File: config.mk
export PLATFORM = sky130hd
export DESIGN_NAME = vn_mem_arbiter
export DESIGN_NICKNAME = d
export VERILOG_FILES = /design/src/rtl/vn_mem_arbiter.sv
export SDC_FILE = /design/constraint.sdc
export NUM_CORES = 1
export LEC_CHECK = 0
export CAP_MARGIN = 20
export CORE_MARGIN = 2
export CORE_UTILIZATION = 44
export CTS_BUF_LIST = sky130_fd_sc_hd__clkbuf_8
export DETAILED_ROUTE_END_ITERATION = 7
export PLACE_DENSITY = 0.95
export SLEW_MARGIN = 20
export SYNTH_ARGS = -nofsm -noshare
export SYNTH_HDL_FRONTEND = slang
export SYNTH_SLANG_ARGS = --single-unit
File: constraint.sdc
create_clock -name clk -period 4.5 [get_ports clk]
set_clock_uncertainty 0.05 [all_clocks]
set_input_delay 0.9 -clock clk [delete_from_list [all_inputs] [get_ports clk]]
set_output_delay 0.9 -clock clk [all_outputs]
set_load 0.05 [all_outputs]
File: src/rtl/vn_mem_arbiter.sv
// vn_mem_arbiter: round-robin arbiter sharing one synchronous-read memory between CPU (port 0) and loader/debug (port 1)
// Ports: clk, rst (async active-low); per port pN_req/addr/wr_ena/wr_data in, pN_gnt/ack/rd_data out;
// mem_addr/mem_wr_data/mem_wr_ena out, mem_rd_data in; owner = port currently or last served, busy = not idle.
module vn_mem_arbiter #(
  parameter int N = 32
) (
  input  logic         clk,
  input  logic         rst,
  input  logic         p0_req,
  input  logic [N-1:0] p0_addr,
  input  logic         p0_wr_ena,
  input  logic [N-1:0] p0_wr_data,
  output logic         p0_gnt,
  output logic         p0_ack,
  output logic [N-1:0] p0_rd_data,
  input  logic         p1_req,
  input  logic [N-1:0] p1_addr,
  input  logic         p1_wr_ena,
  input  logic [N-1:0] p1_wr_data,
  output logic         p1_gnt,
  output logic         p1_ack,
  output logic [N-1:0] p1_rd_data,
  output logic [N-1:0] mem_addr,
  output logic [N-1:0] mem_wr_data,
  output logic         mem_wr_ena,
  input  logic [N-1:0] mem_rd_data,
  output logic         owner,
  output logic         busy
);
  typedef enum logic [1:0] {IDLE, ACCESS, WAIT, DONE} state_t;
  state_t state, state_nx;
  logic last, wr_flag, win, any_req;
  assign any_req = p0_req | p1_req;
  // on a tie the port that was not served last wins
  assign win = (p0_req & p1_req) ? ~last : p1_req;
  assign busy = state != IDLE;
  always_ff @(posedge clk or negedge rst)
    if (!rst) state <= IDLE;
    else state <= state_nx;
  always_comb begin
    state_nx = IDLE;
    p0_gnt = 1'b0;
    p1_gnt = 1'b0;
    p0_ack = 1'b0;
    p1_ack = 1'b0;
    mem_wr_ena = 1'b0;
    case (state)
      IDLE: state_nx = any_req ? ACCESS : IDLE;
      ACCESS: begin
        state_nx = WAIT;
        p0_gnt = ~owner;
        p1_gnt = owner;
        mem_wr_ena = wr_flag;
      end
      WAIT: state_nx = DONE;
      DONE: begin
        p0_ack = ~owner;
        p1_ack = owner;
      end
      default: state_nx = IDLE;
    endcase
  end
  always_ff @(posedge clk or negedge rst)
    if (!rst) begin
      last <= 1'b1;
      owner <= 1'b0;
      wr_flag <= 1'b0;
      mem_addr <= '0;
      mem_wr_data <= '0;
      p0_rd_data <= '0;
      p1_rd_data <= '0;
    end else begin
      if (state == IDLE && any_req) begin
        last <= win;
        owner <= win;
        mem_addr <= win ? p1_addr : p0_addr;
        mem_wr_data <= win ? p1_wr_data : p0_wr_data;
        wr_flag <= win ? p1_wr_ena : p0_wr_ena;
      end
      // memory data for the address registered in ACCESS is valid during WAIT
      if (state == WAIT && !wr_flag) begin
        if (owner) p1_rd_data <= mem_rd_data;
        else p0_rd_data <= mem_rd_data;
      end
    end
endmodule

==> metrics.md, run 1 <==
| Metric | Value |
|---|---|
| Outcome | finished, final reports clean |
| Leak | slightly below 4 nW |
| Setup Crit Path Kind | reg2out |
| Number of DRC violations after detailed routing | 0 |
| Type of destination of the critical path | primary output |
| Largest vdd supply drop | 0.000451 V |
| Total cell area at the placement stage | 8710 sq um |
| Count of yosys warnings during synthesis | 0 |
| Post-layout nets | between 900 and 1000 |
| Maximum cell stage delay along the critical path | approximately 0.84 ns |
| Crit path max-delay cell type | sky130_fd_sc_hd__clkdlybuf4s50_1 |
| Pre-CTS setup slack | about 1.5 ns |
| First-pass GRT wire length | around 28000 um |
| Slew at the pin closest to its max-slew limit | 0.905 ns |
| Number of slew-limit violations in the final report | 0 |
| # Post-CTS Setup Buffers | 0 |
| Power per standard cell area | ~900 nW/um^2 |
| # H-tree levels | 4 |
| Final total negative setup slack | 0 ns |
| Cells along the critical path | inv_1 -> ha_1 -> inv_1 -> clkdlybuf4s50_1 |
| Number of violations of the max-capacitance limit | 0 |
| Largest fanout on the critical path | 5 |
| Kind of start point of the critical path | flip-flop |
| Detail-routed via count per cell | 5.15 |
| Class of the tightest hold or removal check | reg2reg |
| TritonCTS clock tree | yes |
| Growth of design area from synthesis to finish | 62.9% |
| Floorplan row count | 41 |
| Required @ worst endpoint | between 3 and 4 ns |
| Fraction of final layout cells with drive strength greater than 1 | 0.135 |
| Number of clock sinks seen by CTS | 133 |
| WL final | around 19000 um |
| Maximum number of pins on one net before global-route repair | just under 100 |
| Top cell type by total area after synthesis | sky130_fd_sc_hd__dfrtp_1 |
| Initial DRC count | between 300 and 400 |
| Setup slack of the critical path after layout | 1.38 ns |
| Vias in the first global route | roughly 5300 |
| Initial Util | 0.448 |
| Top cell type's share of synthesized area | 0.590 |
| Arrival @ worst endpoint | 2.17 ns |
| Net count after synthesis | ~700 |
| X dimension of the die | 117 um |
| Share of the core filled with cells | 0.729 |
| Unique cell type count in the Yosys netlist | 24 |
| CTS Buf Count | 17 |
| Gr ovfl total | 0 |
| Global placement routability congestion | roughly 0.8 |
| Input/output buffers | 300 |
| # IOs | approximately 300 |
| Total of hold buffers inserted after clock tree synthesis | 0 |
| Cell Area, Synth | approximately 5600 sq um |
| Fin crit share | 0.693 |
| Skew-Pair Late Insertion Delay | around 0.42 ns |
| Post-cts sizing count | 0 |
| Max Clk Rate | about 0.32 GHz |
| RSZ-0062 raised after global routing | no |
| Antenna Nets Post-Route | 0 |
| Final non-filler cell area | 9130 sq um |
| Final period demand of the worst path | about 3.1 ns |
| Worst-path clk slew | around 0.070 ns |
| Cell chosen for the clock root | sky130_fd_sc_hd__clkbuf_8 |
| Core area | 12500 sq um |
| Clock Tree Buf Depth | 2 |
| GRT Total Usage | 0.268 |
| Register bit total from synthesis | about 130 |
| Cell mode on critical path | sky130_fd_sc_hd__inv_1 |
| Area of the die | between 10000 and 15000 sq um |
| Number of vias in the routed layout | about 5000 |
| Number of instances in the synthesized netlist | roughly 520 |
| Vert. Die Dim | between 100 and 150 um |
| Final hold vios | 0 |
| Synthesized area per cell | roughly 11 sq um |
| Worst rel slew slack | 0.394 |
| Total of endpoints with negative setup slack in the final report | 0 |
| Diodes inserted | 0 |
| Initial antenna violation count | 0 |
| Top post-synthesis cells by area | sky130_fd_sc_hd__dfrtp_1 59%, sky130_fd_sc_hd__mux2_2 12%, sky130_fd_sc_hd__a21oi_1 12% |
| Total half-perimeter wirelength after legalization and detailed placement | about 13000 um |
| Sequential area share after synthesis | 0.594 |
| WL per Instance | roughly 19 um |
| Detailed-router iteration count before antenna repair | 6 |
layer usage:
metal / track usage / wire, um
met5: 0 / 0
met4: 0.128 / 680
met3: 0.0906 / 1740
met2: 0.467 / 9530
met1: 0.296 / 6610
worst paths after layout:
path,start,to,slack (ns),cells after the start
worst max-delay path,state[0],busy,1.38,4
worst min-delay path,p0_rd_data[10],p0_rd_data[10],0.45,1
worst max register to register,state[0],p1_rd_data[11],2.40,4
worst min register to register,p0_rd_data[10],p0_rd_data[10],0.45,1
max in group asynchronous,rst,p0_rd_data[9],3.04,2
min in group asynchronous,rst,mem_wr_data[16],0.48,1
cells by family after synthesis:
family / after synthesis / synth area share
buf+inv: 37 / 0.0418
flops: 133 / 0.594
compound gates: 138 / 0.126
simple gates: 139 / 0.100
fa+ha+maj: 4 / 0.00893
mux: 64 / 0.129
power breakdown:
part | leakage (nW) | internal (mW) | switching, mW | total [mW]
sequential | 1.53 | 1.82 | 0.384 | 2.20
combinational | 2.12 | 1.73 | 3.26 | 4.99
clock | 0.202 | 0.575 | 0.470 | 1.04
stage by stage:
step	hold slack [ns]	power (mW)	std cells
2_1_floorplan	0.431	5.39	515
3_3_place_gp	0.419	7.02	962
3_5_place_dp	0.436	7.18	962
4_1_cts	0.455	8.28	993
5_1_grt	0.469	8.61	993
6_report	0.450	8.23	993
critical path: cells and delay by family, from the launching register on:
kind / cells / cell delay [ns]
DFF: 1 / 0.40
buffers and inverters: 3 / 1.03
adders and majority gates: 1 / 0.31
synthesized netlist by cell type:
| cell | number |
|---|---|
| sky130_fd_sc_hd__nand3b_2 | 1 |
| sky130_fd_sc_hd__dfstp_2 | 1 |
| sky130_fd_sc_hd__a21bo_2 | 1 |
| sky130_fd_sc_hd__clkbuf_1 | 6 |
| sky130_fd_sc_hd__o21ai_0 | 2 |
| sky130_fd_sc_hd__nor3b_4 | 1 |
| sky130_fd_sc_hd__o21a_1 | 1 |
| sky130_fd_sc_hd__a21oi_1 | 131 |
| sky130_fd_sc_hd__and2_1 | 1 |
| sky130_fd_sc_hd__and2b_1 | 2 |
| sky130_fd_sc_hd__nor2_1 | 65 |
| sky130_fd_sc_hd__buf_4 | 9 |
| sky130_fd_sc_hd__dfrtp_1 | 132 |
| sky130_fd_sc_hd__a21boi_2 | 1 |
| sky130_fd_sc_hd__o21ai_1 | 1 |
| sky130_fd_sc_hd__a31oi_1 | 1 |
| sky130_fd_sc_hd__inv_1 | 3 |
| sky130_fd_sc_hd__buf_6 | 6 |
| sky130_fd_sc_hd__mux2_2 | 62 |
| sky130_fd_sc_hd__mux2_1 | 2 |
| sky130_fd_sc_hd__nand2_1 | 67 |
| sky130_fd_sc_hd__and2_2 | 2 |
| sky130_fd_sc_hd__buf_2 | 13 |
| sky130_fd_sc_hd__ha_1 | 4 |
layout make-up:
cell class / count / area, sq um
fill: 866 / 3390
sequential: 133 / 3330
timing repair buffer: 309 / 3100
multi-input combinational: 345 / 2060
clock buffer: 19 / 262
tap: 172 / 215
clock inverter: 12 / 155
inverter: 3 / 11.3
placed cells by master (no fill, tap or decap), types with 2 or more instances in the layout:
master,count
sky130_fd_sc_hd__clkinvlp_4,4
sky130_fd_sc_hd__clkdlybuf4s50_1,299
sky130_fd_sc_hd__ha_1,4
sky130_fd_sc_hd__inv_1,4
sky130_fd_sc_hd__buf_12,2
sky130_fd_sc_hd__bufinv_16,3
sky130_fd_sc_hd__a21oi_1,131
sky130_fd_sc_hd__mux2_1,2
sky130_fd_sc_hd__buf_4,7
sky130_fd_sc_hd__nor2_1,65
sky130_fd_sc_hd__clkinv_4,2
sky130_fd_sc_hd__clkbuf_8,19
sky130_fd_sc_hd__nand2_1,67
sky130_fd_sc_hd__mux2_2,62
sky130_fd_sc_hd__o21ai_0,2
sky130_fd_sc_hd__and2b_1,2
sky130_fd_sc_hd__and2_2,2
sky130_fd_sc_hd__dfrtp_1,132
flip-flops by register name, indices dropped and copies added, names as in the netlist:
register / count
state: 2
mem_wr_data: 32
mem_addr: 32
last: 1
wr_flag: 1
owner: 1
p0_rd_data: 32
p1_rd_data: 32
No activity file was read; power rests on OpenSTA's default activity.
==> run 2, diff against run 1 <==
--- a/config.mk
+++ b/config.mk
@@ -7,10 +7,10 @@
 export LEC_CHECK = 0
 export CAP_MARGIN = 20
 export CORE_MARGIN = 2
-export CORE_UTILIZATION = 44
+export CORE_UTILIZATION = 37
 export CTS_BUF_LIST = sky130_fd_sc_hd__clkbuf_8
 export DETAILED_ROUTE_END_ITERATION = 7
-export PLACE_DENSITY = 0.95
+export PLACE_DENSITY = 0.91
 export SLEW_MARGIN = 20
 export SYNTH_ARGS = -nofsm -noshare
 export SYNTH_HDL_FRONTEND = slang
==> constraint.sdc (replaced) <==
create_clock -name clk -period 2.5 [get_ports clk]
set_clock_uncertainty 0.05 [all_clocks]
set_input_delay 0.5 -clock clk [delete_from_list [all_inputs] [get_ports clk]]
set_output_delay 0.5 -clock clk [all_outputs]
set_load 0.05 [all_outputs]
==> run 2 against run 1 <==
- register-to-register slack worse by 1.8 ns
- die area up 18%
- critical endpoint is now p1_ack
- flip-flop and latch count unchanged
- sequential share of layout area down 0.33 points
- largest power group unchanged
- global-route usage down 5.3 points
- hold slack better by 0.0037 ns
- cell area up 0.92%
- largest cell class unchanged
- first-iteration DRC count down 23%
- routed wire length down 7.1%
- critical path depth down 2
==> metrics.md, run 2 (synthesis gave the netlist of run 1 again) <==
| Metric | Value |
|---|---|
| Initial DRC count | 258 (-23%) |
| Arrival @ worst endpoint | 1.68 ns (-0.49 ns) |
| Crit path max-delay cell type | sky130_fd_sc_hd__dlygate4sd2_1 |
| Final total negative setup slack | 0 ns (unchanged) |
| Initial Util | 0.383 (-0.0650) |
| Vias in the first global route | 5254 (-1.6%) |
| Number of DRC violations after detailed routing | 0 (unchanged) |
| Largest fanout on the critical path | 8 (+3) |
| WL final | 17200 um (-7.1%) |
| Growth of design area from synthesis to finish | 64.4% |
| Core area | 14600 sq um (+17%) |
| Worst-case register-to-register setup slack | 0.63 ns (-1.77 ns) |
| Number of fill cells in the layout | 1125 (+30%) |
| Non-filler instance count after layout | 1010 (+1.7%) |
| Antenna Nets Post-Route | 0 (unchanged) |
| Gr ovfl total | 0 (unchanged) |
| Global placement routability congestion | 0.782 (-2.7%) |
| Worst rel slew slack | 0.609 (+0.215) |
| Cells along the critical path | and2_2 -> dlygate4sd2_1 |
| CTS Buf Count | 17 (unchanged) |
| Number of violations of the max-capacitance limit | 0 (unchanged) |
| Vert. Die Dim | 127 um (+8.7%) |
| RSZ-0062 raised after global routing | no |
| Detail-routed via count per cell | 4.94 (-4.2%) |
| TritonCTS clock tree | yes |
| Input/output buffers | 300 (unchanged) |
| WL per Instance | 17.1 um (-8.7%) |
| FF-to-FF path depth | 5 (+1) |
| Slew at the pin closest to its max-slew limit | 0.585 ns (-0.319 ns) |
| Maximum number of pins on one net before global-route repair | 51 (-47%) |
| Cell chosen for the clock root | sky130_fd_sc_hd__clkbuf_8 |
| Largest vdd supply drop | 0.000833 V (+85%) |
| Skew-Pair Late Insertion Delay | 0.43 ns (about the same) |
| Number of slew-limit violations in the final report | 0 (unchanged) |
| Outcome | finished, final reports clean |
| Fraction of final layout cells with drive strength greater than 1 | 0.146 (+0.0113) |
| Initial antenna violation count | 0 (unchanged) |
| Area of the die | 16100 sq um (+18%) |
| Required @ worst endpoint | 1.95 ns (-1.60 ns) |
| GRT Total Usage | 0.215 (-0.0531) |
| Commonest cells after routing, fill and taps aside | 292 x sky130_fd_sc_hd__clkdlybuf4s50_1, 132 x sky130_fd_sc_hd__dfrtp_1, 131 x sky130_fd_sc_hd__a21oi_1, 67 x sky130_fd_sc_hd__nand2_1, 65 x sky130_fd_sc_hd__nor2_1 |
| Power per standard cell area | 1600 nW/um^2 (+77%) |
| Max Clk Rate | between 0.4 and 0.5 GHz |
| Cell count after placement | 977 (+1.6%) |
| Clock Tree Buf Depth | 2 (unchanged) |
| Type of destination of the critical path | primary output |
| # H-tree levels | 4 (unchanged) |
| Kind of start point of the critical path | flip-flop |
| Share of the core filled with cells | 0.629 (-0.100) |
| Post-layout nets | 983 (+0.41%) |
| Worst-path clk slew | 0.08 ns (about the same) |
| Diodes inserted | 0 (unchanged) |
| Fin crit share | 0.891 |
| Detailed-router iteration count before antenna repair | 4 (-2) |
| Class of the tightest hold or removal check | reg2reg |
| # IOs | 301 (unchanged) |
| Total of endpoints with negative setup slack in the final report | 0 (unchanged) |
| Hold slack final | 0.453 ns (+0.00373 ns) |
| Most common cell after layout, fill and taps aside | sky130_fd_sc_hd__clkdlybuf4s50_1 |
| Floorplan row count | 44 (+7.3%) |
| Maximum cell stage delay along the critical path | 0.55 ns (-0.29 ns) |
| Total half-perimeter wirelength after legalization and detailed placement | 12600 um (-3.6%) |
| Final hold vios | 0 (unchanged) |
| X dimension of the die | 127 um (+8.7%) |
| Setup Crit Path Kind | reg2out |
| Leak | 3.90 nW (+1.5%) |
| Number of vias in the routed layout | 4986 (-2.6%) |
| Number of cells on the worst hold path | 1 (unchanged) |
| Number of clock sinks seen by CTS | 133 (unchanged) |
| Overall power | 14.7 mW (+79%) |
| Final period demand of the worst path | about 2.2 ns |
| First-pass GRT wire length | 27400 um (-0.40%) |
run 2: layer usage:
layer | vias to the layer above | routed length [um] | global-route usage
li1 | 2340 | - | -
met5 | - | 0 | 0
met4 | 0 | 365 | 0.0789
met3 | 28 | 1540 | 0.0741
met1 | 2386 | 6980 | 0.262
met2 | 232 | 8350 | 0.357
run 2: worst paths after layout:
path,from,endpoint
worst min-delay path,p0_rd_data[10],p0_rd_data[10]
worst max register to register,state[0],p0_rd_data[25]
worst max-delay path,owner,p1_ack
worst min register to register,p0_rd_data[10],p0_rd_data[10]
max in group asynchronous,rst,last
min in group asynchronous,rst,mem_wr_data[4]
run 2: stage by stage:
stage / setup slack, ns / cell area (sq um)
2_1_floorplan: 0.764 / 5600
3_3_place_gp: 0.487 / 8790
3_5_place_dp: 0.403 / 8790
4_1_cts: 0.0327 / 9210
5_1_grt: 0.163 / 9210
6_report: 0.271 / 9210
run 2: what timing repair did:
item / in CTS / in global routing
setup endpoints to repair: 1 / 1
endpoints found under the hold margin: 48 / 0
buffers inserted: 0 / 0
resized for setup: 1 / 1
hold buffers: 1 / 0
run 2: area by class of cell:
cell class	instances	area (sq um)	share of cell area
Clock buffer	18	248	0.0269
Clock inverter	14	166	0.0181
Inverter	3	11.3	0.00122
Multi-Input combinational cell	345	2060	0.223
Sequential cell	133	3330	0.361
Tap cell	184	230	0.0250
Timing Repair Buffer	313	3170	0.344
run 2: where the power goes:
part           internal (mW)  switching, mW
Clock                  0.945          0.930
Combinational           3.14           5.80
Sequential              3.27          0.620
run 2: critical path, delay by kind of cell (launching register included):
| kind | cells | cell delay (ns) |
|---|---|---|
| flops | 1 | 0.51 |
| simple gates | 1 | 0.19 |
| buf+inv | 1 | 0.55 |
